**config.mk**
```make
export PLATFORM = sky130hd
export DESIGN_NAME = lanectrl_pause_sync_multi
export DESIGN_NICKNAME = d
export VERILOG_FILES = /design/src/rtl/lanectrl_pause_sync_multi.sv
export SDC_FILE = /design/constraint.sdc
export NUM_CORES = 1
export LEC_CHECK = 0
export CAP_MARGIN = 20
export CORE_MARGIN = 2
export CORE_UTILIZATION = 30
export CTS_BUF_LIST = sky130_fd_sc_hd__clkbuf_4
export DETAILED_ROUTE_END_ITERATION = 10
export MAX_ROUTING_LAYER = met4
export PLACE_DENSITY_LB_ADDON = 0.15
export SYNTH_ARGS = -nofsm -noshare
export SYNTH_HDL_FRONTEND = slang
export SYNTH_SLANG_ARGS = --single-unit
```
**constraint.sdc**
```tcl
create_clock -name CLK -period 1.9 [get_ports CLK]
set_input_delay 0.19 -clock CLK [delete_from_list [all_inputs] [get_ports CLK]]
set_output_delay 0.19 -clock CLK [all_outputs]
set_load 0.01 [all_outputs]
```
**src/rtl/lanectrl_pause_sync_multi.sv**
```systemverilog
// -----------------------------------------------------------------------------
// lanectrl_pause_sync_multi
//
// Multi-lane pause synchroniser between the DDR training/control logic and the
// per-lane LANECTRL blocks. Each lane's asynchronous HS_IO_CLK_PAUSE request is
// brought into the CLK domain through a SYNC_STAGES-deep flop chain. A per-lane
// FSM then stretches every pause to at least MIN_PAUSE_CYCLES cycles. With
// GROUP_MODE set, all enabled lanes follow the OR of the enabled lanes' requests.
// With FALL_EDGE_OUT set, the lane outputs are retimed by one falling-edge flop.
//
// Ports:
//   CLK                   lane control clock
//   RESET                 asynchronous, active-high reset
//   LANE_EN[N-1:0]        per-lane enable (CLK-synchronous)
//   HS_IO_CLK_PAUSE[N-1:0]      asynchronous pause requests
//   HS_IO_CLK_PAUSE_SYNC[N-1:0] synchronised, stretched pause to LANECTRL
//   PAUSE_DONE[N-1:0]     1-cycle pulse when a pause window ends naturally
//   ANY_PAUSE             OR of all lane pauses, taken before the fall retime
// -----------------------------------------------------------------------------
module lanectrl_pause_sync_multi #(
  parameter int NUM_LANES        = 4,
  parameter int SYNC_STAGES      = 2,
  parameter int MIN_PAUSE_CYCLES = 2,
  parameter int GROUP_MODE       = 0,
  parameter int FALL_EDGE_OUT    = 0
) (
  input  logic                 CLK,
  input  logic                 RESET,
  input  logic [NUM_LANES-1:0] LANE_EN,
  input  logic [NUM_LANES-1:0] HS_IO_CLK_PAUSE,
  output logic [NUM_LANES-1:0] HS_IO_CLK_PAUSE_SYNC,
  output logic [NUM_LANES-1:0] PAUSE_DONE,
  output logic                 ANY_PAUSE
);

  localparam int CNT_W = $clog2(MIN_PAUSE_CYCLES + 1);
  localparam logic [CNT_W-1:0] CNT_LOAD = CNT_W'(MIN_PAUSE_CYCLES - 1);

  localparam logic [1:0] ST_IDLE  = 2'd0;
  localparam logic [1:0] ST_HOLD  = 2'd1;
  localparam logic [1:0] ST_TRACK = 2'd2;

  // --- Stage: synchroniser chain (sync_q[0] is the capture flop) ---
  (* syn_keep = 1, HS_IO_CLK_PAUSE_SYNC = 1 *)
  logic [SYNC_STAGES-1:0][NUM_LANES-1:0] sync_q;

  always_ff @(posedge CLK or posedge RESET) begin
    if (RESET) begin
      sync_q <= '0;
    end else begin
      sync_q <= {sync_q[SYNC_STAGES-2:0], HS_IO_CLK_PAUSE};
    end
  end

  logic [NUM_LANES-1:0] s_raw;
  logic                 s_grp;
  logic [NUM_LANES-1:0] s_eff;

  assign s_raw = sync_q[SYNC_STAGES-1];
  // Only enabled lanes contribute to the ganged request, so a disabled lane
  // with a stuck input cannot pause the group.
  assign s_grp = |(s_raw & LANE_EN);
  assign s_eff = (GROUP_MODE != 0) ? {NUM_LANES{s_grp}} : s_raw;

  // --- Stage: per-lane stretch FSM ---
  logic [NUM_LANES-1:0][1:0]       state_q, state_d;
  logic [NUM_LANES-1:0][CNT_W-1:0] cnt_q, cnt_d;
  logic [NUM_LANES-1:0]            out_d, done_d;
  (* syn_keep = 1, HS_IO_CLK_PAUSE_SYNC = 1 *)
  logic [NUM_LANES-1:0]            out_q;
  logic [NUM_LANES-1:0]            done_q;
  logic                            any_q;

  always_comb begin
    state_d = state_q;
    cnt_d   = cnt_q;
    done_d  = '0;
    out_d   = '0;
    for (int i = 0; i < NUM_LANES; i++) begin
      if (!LANE_EN[i]) begin
        // Disabling a lane aborts its pause silently.
        state_d[i] = ST_IDLE;
        cnt_d[i]   = '0;
      end else begin
        case (state_q[i])
          ST_IDLE: begin
            if (s_eff[i]) begin
              state_d[i] = ST_HOLD;
              cnt_d[i]   = CNT_LOAD;
            end
          end
          ST_HOLD: begin
            // Input drops are ignored until the minimum window has elapsed.
            if (cnt_q[i] == '0) begin
              if (s_eff[i]) begin
                state_d[i] = ST_TRACK;
              end else begin
                state_d[i] = ST_IDLE;
                done_d[i]  = 1'b1;
              end
            end else begin
              cnt_d[i] = cnt_q[i] - CNT_W'(1);
            end
          end
          ST_TRACK: begin
            if (!s_eff[i]) begin
              state_d[i] = ST_IDLE;
              done_d[i]  = 1'b1;
            end
          end
          default: begin
            state_d[i] = ST_IDLE;
            cnt_d[i]   = '0;
          end
        endcase
      end
      out_d[i] = (state_d[i] != ST_IDLE);
    end
  end

  always_ff @(posedge CLK or posedge RESET) begin
    if (RESET) begin
      state_q <= '0;
      cnt_q   <= '0;
      out_q   <= '0;
      done_q  <= '0;
      any_q   <= 1'b0;
    end else begin
      state_q <= state_d;
      cnt_q   <= cnt_d;
      out_q   <= out_d;
      done_q  <= done_d;
      any_q   <= |out_d;
    end
  end

  assign PAUSE_DONE = done_q;
  assign ANY_PAUSE  = any_q;

  // --- Stage: optional falling-edge retime of the lane outputs ---
  if (FALL_EDGE_OUT != 0) begin : g_fall
    (* syn_keep = 1, HS_IO_CLK_PAUSE_SYNC = 1 *)
    logic [NUM_LANES-1:0] fall_q;

    always_ff @(negedge CLK or posedge RESET) begin
      if (RESET) begin
        fall_q <= '0;
      end else begin
        fall_q <= out_q;
      end
    end

    assign HS_IO_CLK_PAUSE_SYNC = fall_q;
  end else begin : g_rise
    assign HS_IO_CLK_PAUSE_SYNC = out_q;
  end

endmodule

```
==> results of run 1 <==
[per-layer routing]
metal | vias to the layer above | part of all wire [%] | global-route usage [%]
met4 | 0 | 1.6 | 4.66
met3 | 7 | 3.0 | 3.51
met1 | 627 | 42 | 14.3
li1 | 636 | - | -
met5 | - | 0 | -
met2 | 14 | 53 | 21.8
[registers in the layout (all words and copies together), names as in the netlist]
register and flops:
cnt_q 8, ANY_PAUSE 1, PAUSE_DONE 4, state_q 8, sync_q 4, s_eff 4
HS_IO_CLK_PAUSE_SYNC 4
[worst min-delay path: stages]
cell and delay, ps:
clkdlybuf4s50_1 400, inv_1 50, buf_4 360
[report_power, final]
| group | switching [µW] | total, µW | internal, µW |
|---|---|---|---|
| logic | 232 | 478 | 246 |
| clock network | 249 | 657 | 407 |
| registers | 38.8 | 801 | 762 |
| total | 520 | 1940 | 1420 |
[cells in the mapped netlist (all sizes together)]
cell type / number
nor2b: 11
a21o: 3
o21ai: 9
o311a: 4
ha: 21
nand2: 18
dfrtp: 33
inv: 18
a21boi: 4
or3b: 4
and2: 1
a31oi: 1
a22oi: 1
a22o: 3
nor3: 4
a41oi: 3
nand2b: 7
nor2: 1
mux2: 2
or4: 1
and2b: 1
a21oi: 11
[repair_timing]
| item | in CTS | in global routing |
|---|---|---|
| endpoints found under the hold margin | 0 | 0 |
| endpoints found under the setup margin | 3 | 4 |
| cloned | 0 | 0 |
| buffers inserted | 2 | 5 |
| resized for setup | 5 | 23 |
| pin swaps | 1 | 2 |
[through the flow]
step | setup WS, ps | hold WS, ps | TNS (ps) | cell area, µm² | cells
after floorplan | 73.7 | 221 | 0 | 1710 | 161
after global placement | 23.1 | 334 | 0 | 2060 | 262
after detailed placement | -11.7 | 335 | -12.5 | 2060 | 262
after CTS | 0.484 | 233 | 0 | 2180 | 272
after global routing | -52.6 | 257 | -80.8 | 2280 | 277
final | 49.8 | 220 | 0 | 2280 | 277
[cell families after synthesis]
logic type | Yosys count | share of synthesized area, %
flops | 33 | 48.4
compound gates | 39 | 15.5
simple gates | 48 | 15.3
buf+inv | 18 | 3.96
fa+ha+maj | 21 | 15.4
mux | 2 | 1.54
[layout make-up]
type / count / area, µm² / share of cell area (%)
flip-flops and latches: 33 / 827 / 36.3
clock inverters: 3 / 65.1 / 2.85
inverters: 18 / 67.6 / 2.96
well taps: 72 / 90.1 / 3.95
repair buffers: 36 / 315 / 13.8
multi-input cells: 110 / 878 / 38.5
clock buffers: 5 / 37.5 / 1.65
[how the worst max path moves through the flow]
stage                              start  slack [ps]             endpoint
floorplan           cnt_q[6]$_DFFE_PP0P_          70  ANY_PAUSE$_DFF_PP0_
CTS                 state_q[6]$_DFF_PP0_         0.5  ANY_PAUSE$_DFF_PP0_
detailed placement  cnt_q[6]$_DFFE_PP0P_         -10  ANY_PAUSE$_DFF_PP0_
finish              state_q[1]$_DFF_PP0_          50  ANY_PAUSE$_DFF_PP0_
global route        state_q[0]$_DFF_PP0_         -50  ANY_PAUSE$_DFF_PP0_
global placement    state_q[7]$_DFF_PP0_          20  ANY_PAUSE$_DFF_PP0_
==> results.md, run 1 <==
* Kind of critical path: reg -> reg
* Dominant cells by area after synthesis: dfrtp_1 (48%), ha_1 (15%), nor2b_1 (4.0%)
* RSZ-0062 raised after global routing: true
* RR Startpoint: state_q[1]$_DFF_PP0_
* #FFs+latches synth at 33
* Crit path largest cell delay at 470 ps
* Clock Latency Late Sink at 340 ps
* CP top delay family: simple AND/OR/NAND/NOR gates
* Worst hold path type: in -> async
* Synthesized Nets at 192
* Final Hold Vio Count at 0
* Initial drt markers at 58
* CP Cell Sequence: buf_4 > ha_1 > a22o_1 > nand2_1 > a41oi_2 > or4_1
* Final Critical Period at 1850 ps
* Area leader, netlist: dfrtp_1
* Die height at 79.5 µm
* HPWL Detailed at 2490 µm
* Slowest CP cell: or4_1
* Slew Viols, Final at 0
* Pwr/cell area at 849 nW/µm²
* Final core utilization at 41.4%
* Share of post-route cells with drive strength above 1 at 24.9%
* LEAKAGE at 0.00103 µW
* Yosys cell types at 23
* DRC at 0
* Critical Path AT at 2080 ps
* Mapped Cells at 161
* First-pass GRT wire length at 6020 µm
* Status: finished clean
* Most frequent cells in the layout: dfrtp_1 (32), nand2_1 (18), clkdlybuf4s50_1 (18), buf_4 (18), ha_1 (16)
* Cell Rows at 27
* Syn Area/Cell at 10.6 µm²
* Port buffer count at 18
* Leading cell type in the layout, fill and taps excluded: dfrtp_1
* Final period util at 97.4%
* Overflow after GRT at 0
* CP bufs+invs at 1
* Clock sinks at 33
* Synth Cell Area at 1710 µm²
* Max Root-Sink Buffers at 2
* Largest net degree at the start of global routing at 34
* TritonCTS Buffers at 5
* Maxcap violations at 0
* Ant diodes at 0
* TritonCTS clock tree: yes
* Vias at 1284
* DR WL/cell at 12.7 µm
* RR Endpoint: ANY_PAUSE$_DFF_PP0_
* DR vias/cell at 4.64
* P&R area growth vs syn at 33.6%
* Setup Viol. Count Final at 0
* IO Pins at 19
* Critical Path End Type: flop
* Initial core utilization at 31.0%
* Final WL at 3510 µm
* Slew at the pin with the worst max-slew slack at 416 ps
* Relative slew slack at 72.3%
* R2R depth at 6
* H-tree depth at 2
* Yosys top cell area share at 48.4%
* Width of the die at 79.5 µm
* Total Nets Final at 235
* Final GP Congestion at 0.816
* Number of global-route vias before repair at 1346
* Yosys warning count at 0
* Worst Skew at 14.1 ps
* Die area at 6310 µm²
* Filler cells at 535
* Core area at 5510 µm²
* Sequential cell area fraction in the yosys report at 48.4%
* Clock Root Buffer: clkbuf_4
* GRT Total Usage at 12.7%
* Drt pass-1 iters at 2
* Routed Antenna Nets at 0
* Type of origin of the critical path: flop
* Initial antenna violation count at 0
* Tot Pwr at 1940 µW
* CTS clock-pin slew for the worst setup and hold paths at 110 ps
* Cts hold-fix bufs at 0
* Critical path fanouts, max at 4
* Req. time, crit path at 2130 ps
* Fmax at 0.540 GHz
* VDD IR max at 0.311 mV
* Worst R2R Setup Slack at 50 ps
* Stages on worst setup path at 6
(Power assumes the default switching activity.)
==> inputs of run 2 (changes only) <==
==> constraint.sdc (replaced) <==
create_clock -name CLK -period 2 [get_ports CLK]
set_input_delay 0.2 -clock CLK [delete_from_list [all_inputs] [get_ports CLK]]
set_output_delay 0.2 -clock CLK [all_outputs]
set_load 0.01 [all_outputs]
==> run 2 against run 1 <==
- count of clock-buffer cells in the layout unchanged
- design area decreased by 6.3%
- first-iteration DRC count decreased by 12%
- worst setup slack improved by 15 ps
- sequential share of layout area increased by 2.5 points
- register-to-register slack improved by 20 ps
- clock power decreased by 43%
- wire length decreased by 3.0%
- largest power group unchanged
==> results.md, run 2 (synthesis gave the netlist of run 1 again) <==
* Status: finished clean
* TNS Setup at 0 ps (unchanged)
* Final period util at 96.8% (-0.62 points)
* Share of post-route cells with drive strength above 1 at 17.9% (-6.9 points)
* Largest net degree at the start of global routing at 34 (unchanged)
* Number of global-route vias before repair at 1301 (-3.3%)
* Req. time, crit path at 2220 ps (+90 ps)
* Worst hold path type: in -> async
* Worst Skew at 8.84 ps (-5.22 ps)
* H-tree depth at 2 (unchanged)
* Final Hold Vio Count at 0 (unchanged)
* Clock Root Buffer: clkbuf_4
* Port buffer count at 18 (unchanged)
* RR Startpoint: state_q[6]$_DFF_PP0_
* P&R area growth vs syn at 25.2%
* Routed Antenna Nets at 0 (unchanged)
* LEAKAGE at 0.000954 µW (-7.7%)
* DR WL/cell at 12.8 µm (+0.64%)
* Worst R2R Setup Slack at 60 ps (+20 ps)
* IO Pins at 19 (unchanged)
* Final Critical Period at 1940 ps (+84.9 ps)
* WL met2 at 1880 µm (+0.59%)
* R2R depth at 6 (unchanged)
* Core area at 5510 µm² (unchanged)
* Relative slew slack at 72.5% (+0.23 points)
* Initial antenna violation count at 0 (unchanged)
* Most frequent cells in the layout: dfrtp_1 (30), ha_1 (19), nand2_1 (18), clkdlybuf4s50_1 (18), inv_1 (17)
* Initial core utilization at 31.0% (unchanged)
* Setup Viol. Count Final at 0 (unchanged)
* Critical Path End Type: flop
* Ant diodes at 0 (unchanged)
* Fmax at 0.517 GHz (-4.4%)
* Placed cells at 252 (-3.8%)
* Leading cell type in the layout, fill and taps excluded: dfrtp_1
* Critical Path AT at 2150 ps (+70 ps)
* Max Root-Sink Buffers at 2 (unchanged)
* Metal-1 WL at 1320 µm (-11%)
* Vias at 1264 (-1.6%)
* RR Endpoint: ANY_PAUSE$_DFF_PP0_
* DRC at 0 (unchanged)
* Top Layer Used: met4
* Final GP Congestion at 0.786 (-3.7%)
* First-pass GRT wire length at 5700 µm (-5.3%)
* Routed wl met3 at 143 µm (+35%)
* Critical path fanouts, max at 4 (unchanged)
* Cell Rows at 27 (unchanged)
* Clock sinks at 33 (unchanged)
* Type of origin of the critical path: flop
* Width of the die at 79.5 µm (unchanged)
* DR vias/cell at 4.73 (+2.1%)
* Post-route cell area at 2140 µm² (-6.3%)
* Final WL at 3410 µm (-3.0%)
* HPWL Detailed at 2510 µm (+0.73%)
* Die area at 6310 µm² (unchanged)
* CTS clock-pin slew for the worst setup and hold paths at 110 ps (about the same)
* Maxcap violations at 0 (unchanged)
* Overflow after GRT at 0 (unchanged)
* Slew at the pin with the worst max-slew slack at 412 ps (-3.52 ps)
* Largest regs: cnt_q x8, state_q x8
* Non-filler cells, final at 267 (-3.6%)
* TritonCTS Buffers at 5 (unchanged)
* GRT Total Usage at 12.2% (-0.54 points)
* Kind of critical path: reg -> reg
* Drt pass-1 iters at 4 (+2)
* VDD IR max at 0.284 mV (-8.6%)
* Total Nets Final at 225 (-4.3%)
* TritonCTS clock tree: yes
* Initial drt markers at 51 (-12%)
* Placed cell areas at 1990 µm² (-3.6%)
* Slew Viols, Final at 0 (unchanged)
* Cts hold-fix bufs at 0 (unchanged)
* Die height at 79.5 µm (unchanged)
* Clock Latency Late Sink at 340 ps (about the same)
* Pwr/cell area at 717 nW/µm² (-15%)
[run 2: layout make-up]
| type | instances | area [µm²] |
|---|---|---|
| timing repair buffer | 26 | 240 |
| clock inverter | 3 | 17.5 |
| tap | 72 | 90.1 |
| inverter | 18 | 67.6 |
| multi-input combinational | 110 | 856 |
| clock buffer | 5 | 37.5 |
| sequential | 33 | 830 |
| fill | 536 | 3370 |
[run 2: timing repair]
action                                  4_1_cts  5_1_grt
resized for setup                             1       17
endpoints found under the setup margin        1        2
cloned                                        0        0
pin swaps                                     0        4
endpoints found under the hold margin         0        0
setup buffers                                 0        7
[run 2: how the worst max path moves through the flow]
| stage | from | end |
|---|---|---|
| after global routing | state_q[5]$_DFF_PP0_ | ANY_PAUSE$_DFF_PP0_ |
| final | state_q[6]$_DFF_PP0_ | ANY_PAUSE$_DFF_PP0_ |
| after global placement | cnt_q[6]$_DFFE_PP0P_ | ANY_PAUSE$_DFF_PP0_ |
| after CTS | state_q[6]$_DFF_PP0_ | ANY_PAUSE$_DFF_PP0_ |
| after detailed placement | state_q[7]$_DFF_PP0_ | ANY_PAUSE$_DFF_PP0_ |
| after floorplan | cnt_q[6]$_DFFE_PP0P_ | ANY_PAUSE$_DFF_PP0_ |
[run 2: worst max-delay path: stages (launching register included)]
cell	delay, ps
dfrtp_1	420
inv_1	80
ha_1	230
mux2_2	280
a22oi_2	160
a31oi_1	130
or4_1	510
[run 2: metrics by stage]
stage          hold WS [ps]  util, %  power [µW]  setup WS [ps]
6_report                235     38.8        1530           64.9
5_1_grt                 265     38.8        1650          -11.9
4_1_cts                 240     37.1        1530           13.0
3_5_place_dp            339     36.1        1140          -7.65
3_3_place_gp            333     36.1        1120           81.0
2_1_floorplan           231        -        1010            174
[run 2: report_power, final]
part	internal [µW]	total [µW]	switching, µW
Sequential	725	766	41.2
Combinational	194	395	201
Clock	132	372	240
[run 2: metal layers]
metal / track usage (%) / up-vias
met5: - / -
met2: 21.2 / 26
met1: 12.6 / 612
li1: - / 620
met4: 5.34 / 0
met3: 3.96 / 6
